## src/rtl/lsu_pkg.sv

```systemverilog
// Shared types and helpers for the load/store unit: FSM states, funct3 width
// codes and the predicate that rejects an access before it reaches memory.
package lsu_pkg;

    typedef enum logic [1:0] {
        ST_IDLE   = 2'd0,
        ST_ACCESS = 2'd1,
        ST_RESP   = 2'd2
    } lsu_state_e;

    localparam logic [2:0] LSU_B  = 3'b000;
    localparam logic [2:0] LSU_H  = 3'b001;
    localparam logic [2:0] LSU_W  = 3'b010;
    localparam logic [2:0] LSU_BU = 3'b100;
    localparam logic [2:0] LSU_HU = 3'b101;

    // High when the access must be answered with an error and never issued.
    function automatic logic lsu_bad_access(input logic [2:0] funct3,
                                            input logic [1:0] addr_lo);
        logic bad;
        case (funct3)
            LSU_B, LSU_BU: bad = 1'b0;
            LSU_H, LSU_HU: bad = addr_lo[0];
            LSU_W:         bad = (addr_lo != 2'b00);
            default:       bad = 1'b1;
        endcase
        return bad;
    endfunction

endpackage

```

## src/rtl/lsu_align.sv

```systemverilog
// Combinational lane steering: store data replication and byte enables going
// out, byte/half extraction with sign or zero extension coming back.
module lsu_align
    import lsu_pkg::*;
#(
    parameter int DATA_W = 32
) (
    input  logic              write,
    input  logic [2:0]        funct3,
    input  logic [1:0]        addr_lo,
    input  logic [DATA_W-1:0] wdata,
    input  logic [DATA_W-1:0] rdata,
    output logic [3:0]        be,
    output logic [DATA_W-1:0] wdata_lanes,
    output logic [DATA_W-1:0] rdata_ext
);

    function automatic logic [DATA_W-1:0] extend_byte(input logic [7:0] v, input logic sgn);
        return {{(DATA_W-8){sgn & v[7]}}, v};
    endfunction

    function automatic logic [DATA_W-1:0] extend_half(input logic [15:0] v, input logic sgn);
        return {{(DATA_W-16){sgn & v[15]}}, v};
    endfunction

    logic [7:0]  byte_sel;
    logic [15:0] half_sel;

    always_comb begin
        byte_sel = rdata[{addr_lo, 3'b000} +: 8];
        half_sel = rdata[{addr_lo[1], 4'b0000} +: 16];
        case (funct3)
            LSU_B:   rdata_ext = extend_byte(byte_sel, 1'b1);
            LSU_BU:  rdata_ext = extend_byte(byte_sel, 1'b0);
            LSU_H:   rdata_ext = extend_half(half_sel, 1'b1);
            LSU_HU:  rdata_ext = extend_half(half_sel, 1'b0);
            default: rdata_ext = rdata;
        endcase
    end

    // Loads always present all four enables; only stores narrow them.
    always_comb begin
        be          = 4'b1111;
        wdata_lanes = wdata;
        if (write) begin
            case (funct3[1:0])
                2'b00: begin
                    wdata_lanes = {4{wdata[7:0]}};
                    be          = 4'b0001 << addr_lo;
                end
                2'b01: begin
                    wdata_lanes = {2{wdata[15:0]}};
                    be          = addr_lo[1] ? 4'b1100 : 4'b0011;
                end
                default: begin
                    wdata_lanes = wdata;
                    be          = 4'b1111;
                end
            endcase
        end
    end

endmodule

```

## src/rtl/load_store_unit.sv

```systemverilog
// Memory stage: latches one load/store, drives a word-aligned request to a
// variable-latency memory, and returns extended data or an error after ack/timeout.
module load_store_unit
    import lsu_pkg::*;
#(
    parameter int ADDR_W  = 32,
    parameter int DATA_W  = 32,
    parameter int TIMEOUT = 15
) (
    input  logic              clk,
    input  logic              reset,
    input  logic              req_valid,
    output logic              req_ready,
    input  logic              req_write,
    input  logic [2:0]        req_funct3,
    input  logic [ADDR_W-1:0] req_addr,
    input  logic [DATA_W-1:0] req_wdata,
    output logic              stall,
    output logic              rsp_valid,
    output logic [DATA_W-1:0] rsp_data,
    output logic              rsp_err,
    output logic              mem_req,
    output logic              mem_we,
    output logic [ADDR_W-1:0] mem_addr,
    output logic [3:0]        mem_be,
    output logic [DATA_W-1:0] mem_wdata,
    input  logic              mem_ack,
    input  logic [DATA_W-1:0] mem_rdata
);

    localparam logic [7:0] CNT_LAST = 8'(TIMEOUT - 1);

    function automatic logic [7:0] sat_inc(input logic [7:0] c);
        return (c == 8'hFF) ? c : c + 8'd1;
    endfunction

    lsu_state_e  state_q, state_d;
    logic [7:0]  cnt_q, cnt_d;
    logic        err_q, err_d;
    logic        accept, capture, in_access;

    logic              write_p0;
    logic [2:0]        funct3_p0;
    logic [ADDR_W-1:0] addr_p0;
    logic [DATA_W-1:0] wdata_p0;
    logic [DATA_W-1:0] data_p0;

    logic [3:0]        be_w;
    logic [DATA_W-1:0] lanes_w;
    logic [DATA_W-1:0] ext_w;

    assign in_access = (state_q == ST_ACCESS);
    assign accept    = (state_q == ST_IDLE) && req_valid;

    always_comb begin
        state_d = state_q;
        cnt_d   = cnt_q;
        err_d   = err_q;
        capture = 1'b0;
        case (state_q)
            ST_IDLE: begin
                if (req_valid) begin
                    cnt_d = 8'd0;
                    if (lsu_bad_access(req_funct3, req_addr[1:0])) begin
                        state_d = ST_RESP;
                        err_d   = 1'b1;
                    end else begin
                        state_d = ST_ACCESS;
                        err_d   = 1'b0;
                    end
                end
            end
            ST_ACCESS: begin
                // An ack on the final allowed cycle still counts as success.
                if (mem_ack) begin
                    state_d = ST_RESP;
                    err_d   = 1'b0;
                    capture = 1'b1;
                end else if (cnt_q >= CNT_LAST) begin
                    state_d = ST_RESP;
                    err_d   = 1'b1;
                end else begin
                    cnt_d = sat_inc(cnt_q);
                end
            end
            ST_RESP: state_d = ST_IDLE;
            default: state_d = ST_IDLE;
        endcase
    end

    always_ff @(posedge clk or negedge reset) begin
        if (!reset) begin
            state_q <= ST_IDLE;
            cnt_q   <= 8'd0;
            err_q   <= 1'b0;
        end else begin
            state_q <= state_d;
            cnt_q   <= cnt_d;
            err_q   <= err_d;
        end
    end

    // Stage p0: latched request and captured response data
    always_ff @(posedge clk) begin
        if (accept) begin
            write_p0  <= req_write;
            funct3_p0 <= req_funct3;
            addr_p0   <= req_addr;
            wdata_p0  <= req_wdata;
            data_p0   <= '0;
        end else if (capture) begin
            data_p0   <= write_p0 ? '0 : ext_w;
        end
    end

    lsu_align #(.DATA_W(DATA_W)) u_align (
        .write       (write_p0),
        .funct3      (funct3_p0),
        .addr_lo     (addr_p0[1:0]),
        .wdata       (wdata_p0),
        .rdata       (mem_rdata),
        .be          (be_w),
        .wdata_lanes (lanes_w),
        .rdata_ext   (ext_w)
    );

    // Memory-side outputs are gated so they read zero outside ACCESS.
    assign req_ready = (state_q == ST_IDLE);
    assign stall     = accept || in_access;
    assign rsp_valid = (state_q == ST_RESP);
    assign rsp_err   = rsp_valid && err_q;
    assign rsp_data  = rsp_valid ? data_p0 : '0;
    assign mem_req   = in_access;
    assign mem_we    = in_access && write_p0;
    assign mem_addr  = in_access ? {addr_p0[ADDR_W-1:2], 2'b00} : '0;
    assign mem_be    = in_access ? be_w : 4'b0000;
    assign mem_wdata = in_access ? lanes_w : '0;

endmodule

```

## config.mk

```make
export PLATFORM = sky130hd
export DESIGN_NAME = load_store_unit
export DESIGN_NICKNAME = d
export VERILOG_FILES = /design/src/rtl/lsu_pkg.sv /design/src/rtl/lsu_align.sv /design/src/rtl/load_store_unit.sv
export SDC_FILE = /design/constraint.sdc
export NUM_CORES = 1
export LEC_CHECK = 0
export CAP_MARGIN = 10
export CORE_ASPECT_RATIO = 1.1
export CORE_UTILIZATION = 30
export CTS_CLUSTER_DIAMETER = 150
export DETAILED_ROUTE_END_ITERATION = 8
export DONT_BUFFER_PORTS = 1
export GPL_ROUTABILITY_DRIVEN = 0
export PLACE_DENSITY = 0.55
export SYNTH_ARGS = -nofsm -noshare
export SYNTH_HDL_FRONTEND = slang
export SYNTH_SLANG_ARGS = --single-unit
```

## constraint.sdc

```tcl
create_clock -name clk -period 6.4 [get_ports clk]
set_clock_uncertainty 0.1 [all_clocks]
set_input_delay 1.92 -clock clk [delete_from_list [all_inputs] [get_ports clk]]
set_output_delay 1.92 -clock clk [all_outputs]
set_load 0.005 [all_outputs]
```

After elaboration in Yosys (flattened, before gate mapping)
Cells that the tools add are included.
Storage, ports and cells
  register bits after elaboration: 111
  bits of input ports: 104
  output and inout bits: 106
  word-level logic and storage cells: 75
Operators by class
  $add $sub $neg: 1
  $lt $le $gt $ge: 1
  equality and inequality tests: 16
  shifts and indexed selects: 3
  muxes and demuxes: 31
  reduce and logical (&&, ||, !) cells: 15
Operators with widths (number)
  2-to-1 mux 32 bit: 5
  one-hot mux 32 bit (4 select lines): 1
  one-hot mux 32 bit (2 select lines): 1
  2-to-1 mux 8 bit: 4
  indexed part select 32 x 6 -> 16 bit: 1
  indexed part select 32 x 6 -> 8 bit: 1
  one-hot mux 8 bit (2 select lines): 1
  == test 3 bit (second input constant): 4
  2-to-1 mux 4 bit: 3
  adder 8 x 1 -> 8 bit (second input constant): 1
  == test 8 bit (second input constant): 1
  greater-or-equal comparator 8 x 4 -> 1 bit (second input constant): 1
  2-to-1 mux 1 bit: 8
  2-to-1 mux 2 bit: 4
  inequality test 2 bit (second input constant): 4
  one-hot mux 4 bit (2 select lines): 1
  == test 3 x 1 -> 1 bit (second input constant): 2
  zero test 3 bit: 2
  AND reduction 5 bit: 1
  == test 2 x 1 -> 1 bit (second input constant): 2
  zero test 2 bit: 2
  one-hot mux 2 bit (2 select lines): 1
  nonzero test 2 bit: 2
  OR reduction 2 bit: 2
  10 further kinds: 12

Depth between registers and ports, before layout
  word-level depth: 8
  mapped depth: 7
  gate-level depth less buffers: 6

By module
From an unflattened synthesis, not the netlist that was laid out.
Unflattened totals
  cells, all modules: 544
  area total of the unflattened synthesis: 5851.9 sq um
Modules (own cells, without submodules)
  load_store_unit: times used 1, cells each 374, area an instance 4568.1 sq um, sequential area each 2957.8 sq um
  lsu_align: times used 1, cells each 170, area an instance 1283.7 sq um, sequential area each 0.0 sq um

Worst setup path before layout
OpenSTA, ideal clock, no wires.
  path type: input -> register
  from: input req_valid
  to: register data_p0[7]
  library setup time: 0.061 ns
  arrival: 4.447 ns
  required time: 6.239 ns
  path slack: 1.792 ns
  cell stages on the path: 4
  path buffers: 0
  cells stage by stage: nand2_1 -> clkinv_1 -> a2111oi_0 -> a22o_1
Between the ends
  word-level cells in the longest chain between the ends: 1
Ends and longest elaborated chain
  start, declared: line load_store_unit.sv:12  | input logic req_valid,
  logical AND 1 bit: line load_store_unit.sv:53  | assign accept = (state_q == ST_IDLE) && req_valid;
  named net accept: line load_store_unit.sv:40  | logic accept, capture, in_access;
  end signal, assigned: line load_store_unit.sv:112  | data_p0 <= write_p0 ? '0 : ext_w;
  end, declared: line load_store_unit.sv:46  | logic [DATA_W-1:0] data_p0;
The timed path passes the listed nets, and every way through them passes these cells.
A chain may end at the register's enable or synchronous reset.

Final worst setup path
  from: register funct3_p0[1]
  to: output mem_wdata[9]
Between the ends
  word-level cells in the longest chain between the ends: 4
  elaborated cells between the ends (all ways): 5
  classes of those cells: 1 x eq/ne; 3 x mux; 1 x reduce/logical
Ends and longest elaborated chain
  start, declared: line load_store_unit.sv:43  | logic [2:0] funct3_p0;
  start signal, assigned: line load_store_unit.sv:107  | funct3_p0 <= req_funct3;
  == test 2 x 1 -> 1 bit / zero test 2 bit (equally long branches): line lsu_align.sv:46  | case (funct3[1:0])
  one-hot mux 32 bit (2 select lines) (*): line lsu_align.sv:46
  2-to-1 mux 32 bit (*): line lsu_align.sv:45  | if (write) begin
  2-to-1 mux 32 bit (*): line load_store_unit.sv:137  | assign mem_wdata = in_access ? lanes_w : '0;
  end, declared: line load_store_unit.sv:26  | output logic [DATA_W-1:0] mem_wdata,
Every way passes the cells marked *; elsewhere a longest branch is shown, timed or not.

==> flow_summary.ini <==
[placed_design]
placedInstanceArea_mm2 = 0.005243
port_buffers = 0
dpl.cell_count = 630
dpl.hpwl_um = 9609

[finish]
n_fill_cell = 1650
final_area_mm2 = 0.005547
area_growth_pct = 8.625
final_nets = 543
n_antenna_cell = 0
utilization_pct = 33.63
drive_gt1_share_pct = 8.145
fin_cells = 646
multiInputGateArea_mm2 = 0.001969
regArea_mm2 = 0.002958

[setup_path]
cp_max_fo = 19
crit_path_end_kind = output port
crit_type = register to output port
crit_path_start_kind = register
crit_path_cell_trace = nand2b_1 -> nor2_1 -> nand2_1 -> a21oi_1
slowest_delay_ps = 700
cpMaxStageDelayCell = nor2_1
cp.required_ps = 4380
worstPathArrival_ps = 2600

[floorplan]
initial_core_util_pct = 30.96
dieArea_mm2 = 0.01755
rows = 49
die_w_um = 126.4
core_area_mm2 = 0.01649
io_pins = 210
dieHeight_um = 138.8

[drt]
vias = 3468
drtIter0Drc = 186
routedWlPerCell_um = 20.29
routed_via_density = 5.368
drt_first_pass_iters = 4
final_antenna_net_count = 0
wirelength_um = 13110
drc = 0

[synth]
yosysSeqAreaShare_pct = 57.93
ys_async_sr_fraction_pct = 9.910
mappedNetlistArea_mm2 = 0.005106
synth-edff-count = 68
synth-seq-cells = 111
synth_warnings = 0
synth_area_per_cell_um2 = 11.22
synthCells = 455
synth-main-ff-cell = edfxtp_1
synth_cell_types = 49

[clocking]
hold_buffers = 0
clkTransAtPathRegs_ps = 80
cts_setup_buffers = 0
cts_tree = done
clk-insertion-delay-late_ps = 350
cts_root_buf = clkbuf_16
cts_made_buffers = 9
cts_max_level = 3
clockBufferDepth = 2
postCtsResizedCells = 0
clock-sinks = 111

[global_route]
grt_max_degree = 56
grt_usage_pct = 14.86
grt_pass1_vias = 3528
grt_pass1_wl_um = 19770
antenna_found_initial = 1
overflow = 0

[status]
outcome = complete, no violations

[hold_path]
min_path_type = register to register

[timing]
drv_slew = 0
timing.final.crit_period_ps = 4617
worst_slew_pin_slew_ps = 1047
fmax_ghz = 0.2166
rsz0062_at_grt = no
finalHoldViolCount = 0
setup_violations = 0
post-route-period-util_pct = 72.14
slew_headroom_pct = 29.97
tns_ps = 0

[pwr]
leakagePower_nw = 2.012
max-vdd-ir-drop_mv = 0.1506
p_sw_mw = 0.4869
power.internal_mw = 1.200
pwr-share-comb_pct = 14.1
power_density_mw_per_mm2 = 304.1
p_clk_share_pct = 33.5
power_mw = 1.687
switching_share_pct = 28.87
seqPwrFrac_pct = 52.4

[flow_run]
max_cap_viol_count = 0
-- metal layers --
| metal | global-route usage (%) | up-vias | routed length, µm |
|---|---|---|---|
| li1 | - | 1623 | - |
| met1 | 15.44 | 1636 | 5038 |
| met2 | 25.91 | 189 | 6309 |
| met3 | 6.559 | 20 | 1396 |
| met4 | 6.278 | 0 | 361 |
| met5 | 0 | - | 0 |
-- stage by stage --
stage	worst slack, ps	hold WS, ps
2_1_floorplan	1792	316.6
3_3_place_gp	2206	332.7
3_5_place_dp	2087	338.1
4_1_cts	1687	347.6
5_1_grt	1477	362.2
6_report	1783	343.8
-- registers in the layout, summed over array words and instances (netlist names) --
register	count
state_q	2
funct3_p0	3
wdata_p0	32
addr_p0	32
data_p0	32
err_q	1
write_p0	1
cnt_q	8
-- power by group through the flow --
stage	sequential [mW]	clock [mW]	combinational, mW
after global routing	0.894	0.604	0.266
after global placement	0.899	0	0.240
after floorplan	0.880	0	0.200
after CTS	0.885	0.581	0.244
after detailed placement	0.901	0	0.243
final	0.884	0.565	0.238
-- critical path: cells and delay by family, from the launching register on --
kind / cells / cell delay [ps]
AOI/OAI and AO/OA: 1 / 220
DFF: 1 / 620
and+or+nand+nor: 3 / 1400
-- cells by family (layout without fill, tap and decap cells) --
group	count (synthesis)	count (layout)	synth area share [%]
and+or+nand+nor	166	166	17.20
DFF	111	111	57.93
AOI/OAI and AO/OA	113	113	16.03
muxes	19	19	4.607
adders and majority gates	2	2	0.4900
other	1	2	0.07344
buffers and inverters	43	29	3.675
-- path summary, 6_finish.rpt --
path / cells past startpoint / startpoint / to / slack, ps
min: 2 / data_p0[3] / data_p0[3] / 340
max reg2reg: 6 / state_q[1] / data_p0[31] / 2960
max in group asynchronous: 0 / reset / cnt_q[2] / 4970
min in group asynchronous: 0 / reset / cnt_q[3] / 1150
min reg2reg: 2 / data_p0[3] / data_p0[3] / 340
max: 4 / funct3_p0[1] / mem_wdata[9] / 1780
-- area by class of cell --
type | count | area share (%)
clock buffer | 9 | 4.060
clock inverter | 7 | 1.421
inverter | 10 | 0.6767
multi-input combinational | 302 | 35.51
sequential | 111 | 53.33
tap | 204 | 4.602
timing repair buffer | 3 | 0.4060
-- layout by cell type (no fill, tap or decap), types with 3 or more instances in the layout --
master and count:
o21ai_0 13, buf_4 3, a22o_1 7, mux4_2 3
o31ai_1 5, inv_6 3, dfxtp_1 32, clkbuf_16 9
o22ai_1 14, a221o_1 18, nand2b_1 6, and2_1 75
inv_1 7, a2bb2oi_1 5, a211oi_1 8, mux2i_1 10
dfrtp_1 11, a21oi_1 27, nand2_1 42, mux2_2 6
nor2_1 27, edfxtp_1 68
-- Yosys cell counts, drive strengths merged (10+ instances only) --
| library cell | n | share of area (%) |
|---|---|---|
| edfxtp | 68 | 40 |
| a21oi | 27 | 2.6 |
| nor2 | 27 | 2.0 |
| and2 | 75 | 9.2 |
| clkbuf | 23 | 1.7 |
| o22ai | 14 | 1.7 |
| dfrtp | 11 | 5.4 |
| mux2i | 10 | 2.0 |
| o21ai | 15 | 1.5 |
| nand2 | 42 | 3.1 |
| dfxtp | 32 | 13 |
| buf | 10 | 1.2 |
| a221o | 18 | 3.5 |
No activity file was read; power rests on OpenSTA's default activity.
